`src/rtl/br_resolve_arb_pkg.sv`:
```
// Shared types for the branch-resolution arbiter: tag width, pending-table entry and FSM states.
package br_resolve_arb_pkg;

  localparam int unsigned BR_MASK_W = 5;

  typedef logic [BR_MASK_W-1:0] br_tag_t;

  typedef struct packed {
    logic    valid;
    logic    mispred;
    br_tag_t mask;
  } br_pend_entry_t;

  typedef enum logic {
    IDLE    = 1'b0,
    RECOVER = 1'b1
  } br_arb_state_e;

endpackage

```
`src/rtl/br_oldest_sel.sv`:
```
// Picks the oldest pending mispredict: the one whose mask names no other pending mispredict.
module br_oldest_sel
  import br_resolve_arb_pkg::*;
(
  input  br_tag_t                 valid_i,
  input  br_tag_t                 mispred_i,
  input  br_tag_t [BR_MASK_W-1:0] mask_i,
  output logic                    found_o,
  output br_tag_t                 sel_o
);

  br_tag_t cand;

  assign cand = valid_i & mispred_i;

  always_comb begin
    found_o = 1'b0;
    sel_o   = '0;
    for (int unsigned i = 0; i < BR_MASK_W; i++) begin
      if (cand[i] && !found_o && ((mask_i[i] & cand) == '0)) begin
        found_o  = 1'b1;
        sel_o[i] = 1'b1;
      end
    end
  end

endmodule

```
`src/rtl/br_resolve_arb.sv`:
```
// Serialises execute-stage branch resolutions into one correct/recovery event per cycle.
// Tag width comes from br_resolve_arb_pkg::BR_MASK_W.
module br_resolve_arb
  import br_resolve_arb_pkg::*;
#(
  parameter int unsigned NUM_BR_PORTS = 2
) (
  input  logic                              clk,
  input  logic                              rst,
  input  logic [NUM_BR_PORTS-1:0]           ex_br_valid_i,
  input  logic [NUM_BR_PORTS*BR_MASK_W-1:0] ex_br_tag_i,
  input  logic [NUM_BR_PORTS*BR_MASK_W-1:0] ex_br_mask_i,
  input  logic [NUM_BR_PORTS-1:0]           ex_br_mispred_i,
  output logic                              rob_br_pred_correct_o,
  output logic                              rob_br_recovery_o,
  output logic [BR_MASK_W-1:0]              rob_br_tag_o,
  output logic [BR_MASK_W-1:0]              rob_br_mask_o,
  output logic                              arb_busy_o
);

  br_pend_entry_t [BR_MASK_W-1:0] pend_q, pend_d;
  br_arb_state_e                  state_q, state_d;
  br_tag_t                        kill_q, kill_d;

  br_tag_t                        valid_vec, mispred_vec, correct_vec, correct_sel, oldest_sel;
  br_tag_t [BR_MASK_W-1:0]        mask_vec;
  logic                           oldest_found;

  br_tag_t [NUM_BR_PORTS-1:0]     wr_tag, wr_mask;
  logic    [NUM_BR_PORTS-1:0]     wr_drop;

  always_comb begin
    valid_vec   = '0;
    mispred_vec = '0;
    mask_vec    = '0;
    for (int unsigned i = 0; i < BR_MASK_W; i++) begin
      valid_vec[i]   = pend_q[i].valid;
      mispred_vec[i] = pend_q[i].mispred;
      mask_vec[i]    = pend_q[i].mask;
    end
  end

  assign correct_vec = valid_vec & ~mispred_vec;
  // Two's-complement trick isolates the lowest-index pending correct entry.
  assign correct_sel = correct_vec & (~correct_vec + br_tag_t'(1));

  br_oldest_sel u_oldest_sel (
    .valid_i   (valid_vec),
    .mispred_i (mispred_vec),
    .mask_i    (mask_vec),
    .found_o   (oldest_found),
    .sel_o     (oldest_sel)
  );

  always_ff @(posedge clk) begin
    if (rst) begin
      state_q <= IDLE;
      kill_q  <= '0;
      pend_q  <= '0;
    end else begin
      state_q <= state_d;
      kill_q  <= kill_d;
      pend_q  <= pend_d;
    end
  end

  always_comb begin
    state_d = state_q;
    kill_d  = '0;
    case (state_q)
      IDLE: begin
        if (oldest_found) begin
          state_d = RECOVER;
          kill_d  = oldest_sel;
        end
      end
      RECOVER: state_d = IDLE;
      default: state_d = IDLE;
    endcase
  end

  always_comb begin
    rob_br_pred_correct_o = 1'b0;
    rob_br_recovery_o     = 1'b0;
    rob_br_tag_o          = '0;
    rob_br_mask_o         = '0;
    if (state_q == IDLE) begin
      if (oldest_found) begin
        rob_br_recovery_o = 1'b1;
        rob_br_tag_o      = oldest_sel;
        for (int unsigned i = 0; i < BR_MASK_W; i++) begin
          if (oldest_sel[i]) rob_br_mask_o = rob_br_mask_o | mask_vec[i];
        end
      end else if (correct_vec != '0) begin
        rob_br_pred_correct_o = 1'b1;
        rob_br_tag_o          = correct_sel;
      end
    end
  end

  assign arb_busy_o = (valid_vec != '0) || (state_q != IDLE);

  always_comb begin
    wr_tag  = '0;
    wr_mask = '0;
    wr_drop = '0;
    for (int unsigned p = 0; p < NUM_BR_PORTS; p++) begin
      wr_tag[p]  = ex_br_tag_i[p*BR_MASK_W +: BR_MASK_W];
      wr_mask[p] = ex_br_mask_i[p*BR_MASK_W +: BR_MASK_W];
      wr_drop[p] = ((wr_mask[p] & kill_q) != '0) ||
                   (rob_br_recovery_o && ((wr_tag[p] == rob_br_tag_o) ||
                                          ((wr_mask[p] & rob_br_tag_o) != '0)));
    end
  end

  // Issue effects are applied first so that an incoming write always lands on top.
  always_comb begin
    pend_d = pend_q;
    for (int unsigned i = 0; i < BR_MASK_W; i++) begin
      if (rob_br_tag_o[i]) pend_d[i].valid = 1'b0;
      if (rob_br_pred_correct_o) pend_d[i].mask = pend_q[i].mask & ~rob_br_tag_o;
      if (rob_br_recovery_o && ((pend_q[i].mask & rob_br_tag_o) != '0)) pend_d[i].valid = 1'b0;
    end
    for (int unsigned p = 0; p < NUM_BR_PORTS; p++) begin
      if (ex_br_valid_i[p] && !wr_drop[p]) begin
        for (int unsigned i = 0; i < BR_MASK_W; i++) begin
          if (wr_tag[p][i]) begin
            pend_d[i].valid   = 1'b1;
            pend_d[i].mispred = ex_br_mispred_i[p];
            pend_d[i].mask    = rob_br_pred_correct_o ? (wr_mask[p] & ~rob_br_tag_o) : wr_mask[p];
          end
        end
      end
    end
  end

  always_ff @(posedge clk) begin
    if (!rst) begin
      for (int unsigned p = 0; p < NUM_BR_PORTS; p++) begin
        if (ex_br_valid_i[p]) begin
          assert ((wr_tag[p] & valid_vec & ~rob_br_tag_o) == '0)
            else $error("br_resolve_arb: write to pending tag %b", wr_tag[p]);
          for (int unsigned q = p + 1; q < NUM_BR_PORTS; q++) begin
            assert (!(ex_br_valid_i[q] && (wr_tag[q] == wr_tag[p])))
              else $error("br_resolve_arb: ports %0d and %0d share tag %b", p, q, wr_tag[p]);
          end
        end
      end
    end
  end

endmodule

```
`config.mk`:
```
export PLATFORM = sky130hd
export DESIGN_NAME = br_resolve_arb
export DESIGN_NICKNAME = d
export VERILOG_FILES = /design/src/rtl/br_resolve_arb_pkg.sv /design/src/rtl/br_oldest_sel.sv /design/src/rtl/br_resolve_arb.sv
export SDC_FILE = /design/constraint.sdc
export NUM_CORES = 1
export LEC_CHECK = 0
export CAP_MARGIN = 20
export CORE_UTILIZATION = 50
export DETAILED_ROUTE_END_ITERATION = 10
export GPL_ROUTABILITY_DRIVEN = 0
export GPL_TIMING_DRIVEN = 0
export MAX_ROUTING_LAYER = met4
export PLACE_DENSITY = 0.73
export SLEW_MARGIN = 20
export SYNTH_ARGS = -nofsm -noshare
export SYNTH_HDL_FRONTEND = slang
export SYNTH_SLANG_ARGS = --single-unit
```
`constraint.sdc`:
```
create_clock -name clk -period 3.4 [get_ports clk]
set_input_delay 0.51 -clock clk [delete_from_list [all_inputs] [get_ports clk]]
set_output_delay 0.51 -clock clk [all_outputs]
set_load 0.1 [all_outputs]
```
==> flow_summary.ini <==
[route]
vias = 3435
drtAntennaViolNets = 0
drtPass1Iterations = 8
wire_per_inst_um = 23.40
drc = 0
wirelength_mm = 11.60
viasPerCell = 6.925
drt-initial-drc-count = 546

[critical_path]
cp-end-kind = output port
cp-start-kind = flip-flop
r2r_cells = 12
cp_slowest_cell = nor4_4
crit_path_frequent_cell = buf_6
arrival_ps = 2810
path_cells = and2_4, a32oi_1, and3_1, buf_6, nor4_4, buf_4, a32o_2, clkbuf_4, buf_6
critPathMaxFanout = 10
critPathRequiredTime_ps = 2890
cpPeakStageDelay_ps = 450
path_class = flip-flop to output port

[min_path]
hold_depth = 2
hold_path_class = flip-flop to flip-flop

[clocking]
cts.htree.levels = 2
clkTransAtPathRegs_ps = 90
clock-root-buffer = clkbuf_8
cts_buffers = 5
cts_hold_buf = 0
cts.sinks = 41
clock_latency_ps = 300
cts_max_path_buffers = 2
tritoncts = done

[pwr]
ir_worst_vdd_mv = 0.3368
total_power_w = 0.002468
power_leakage_nw = 1.411
p_per_area_nw_per_um2 = 640.4

[final_layout]
fin_cells = 496
area_delta_synth_final_pct = 24.75
n_fill_cell = 555
nets = 446
diodes = 0
drive_above_1_share = 0.2352
fin_area_um2 = 3854
final_util = 0.6471

[place]
port_buffers = 35
dp.cells = 479
dp_hpwl_mm = 8.029
dpl_cell_area_um2 = 3563

[yosys]
synth_nets = 395
avgSynthCellArea_um2 = 8.372
synth_edf_count = 0
synth_cell_types = 68
synthTopCellsByArea = dfxtp_1 27%, mux2i_1 9.7%, a21oi_1 6.5%
ys_warn_count = 0
synth_most_common_cell = dfxtp_1
ys_seq_area_frac = 0.2657
netlist_area_um2 = 3089
syn_inst = 369
synth_common_cells = 41 x dfxtp_1, 40 x a21oi_1, 30 x mux2i_1
synth-seq-cells = 41
ys.flop_type = dfxtp_1
netlist.area_leader.share = 0.2657
yosys.area.top_type = dfxtp_1
ys_async_sr_fraction = 0

[floorplan]
coreArea_um2 = 5956
die_y_um = 80.60
placementRows = 28
pin_count = 39
die_x_um = 80.60
start_util = 0.5187
die-area_um2 = 6496

[timing]
period_minus_slack_ps = 3322
finalSetupViolCount = 0
maxSlewHeadroom = 0.3575
holdWs_ps = 557.4
finClkSkew_ps = 9.783
hold_violations = 0
slew_viol_final = 0
period_share = 0.9771
max_freq_mhz = 301.0
worst_pin_slew_ps = 960.7

[status]
status = complete, no violations

[global_route]
antenna_found_initial = 0
grt_pass1_vias = 3047
track_usage = 0.3779
grt_pass1_wl_mm = 17.13
grt_overflow = 0
grt_max_degree = 14

[run]
max_cap_viol_count = 0
layout make-up:
cell class              count  area (um2)  share of cell area
multi-input cells         298        2171              0.5633
flip-flops and latches     41       832.0              0.2159
repair buffers             45       466.7              0.1211
plain buffers              20       151.4             0.03929
clock buffers               7       96.34             0.02500
well taps                  75       93.84             0.02435
inverters                   9       33.78            0.008766
clock inverters             1       8.758            0.002273
cell families (layout without fill, tap and decap cells):
group,Yosys count,after routing,share of synthesized area
mux,30,30,0.09721
buf+inv,30,82,0.05792
simple gates,127,127,0.2305
xor+xnor,2,2,0.005671
compound gates,139,139,0.3431
flops,41,41,0.2657
power breakdown:
group          internal [W]  switching [W]
clock network      0.000188       0.000177
registers          0.000581       0.000145
logic              0.000469       0.000910
total               0.00124        0.00123
metrics by stage:
step / TNS [ps] / setup slack, ps
after CTS: -10.86 / -10.86
after detailed placement: -6089 / -881.0
after global placement: -5982 / -888.3
after floorplan: -76.39 / -76.39
final: 0 / 77.78
after global routing: -8.803 / -8.187
layer usage:
layer / global-route usage / up-vias / share of wire
li1: - / 1527 / -
met1: 0.4880 / 1614 / 0.39
met2: 0.5585 / 237 / 0.44
met3: 0.08636 / 57 / 0.12
met4: 0.1696 / 0 / 0.049
met5: - / - / 0
critical path: cells and delay by family, from the launching register on:
family / cells / cell delay [ps]
compound gates: 2 / 350
flops: 1 / 420
buf+inv: 4 / 870
simple gates: 3 / 870
registers in the layout, indices dropped and copies added (netlist names):
register     cells
mispred_vec      5
pend_q           5
mask_vec        25
state_q          1
kill_q           5
path summary, 6_finish.rpt:
path                              startpoint               to  slack [ps]
worst min-delay path            mask_vec[24]     mask_vec[24]         560
worst max-delay path              pend_q[13]  rob_br_tag_o[1]          80
worst min register to register  mask_vec[24]     mask_vec[24]         560
worst max register to register    pend_q[13]   mispred_vec[2]         130
placed cells by master, fill, tap and decap left out, drive strengths merged, types with 8 or more instances in the layout:
| cell type | count |
|---|---|
| clkbuf | 16 |
| nor2 | 24 |
| buf | 30 |
| mux2i | 30 |
| inv | 10 |
| a222oi | 8 |
| clkdlybuf4s50 | 23 |
| and2 | 8 |
| a21oi | 47 |
| nand2 | 28 |
| nand3 | 19 |
| o21ai | 33 |
| dfxtp | 41 |
repair_timing:
action,4_1_cts,5_1_grt
setup endpoints to repair,20,46
cloned,0,0
gates resized for setup,69,27
pin swaps,2,5
setup buffers,6,4
hold endpoints to repair,0,0
Power figures use the tool's default switching activity.
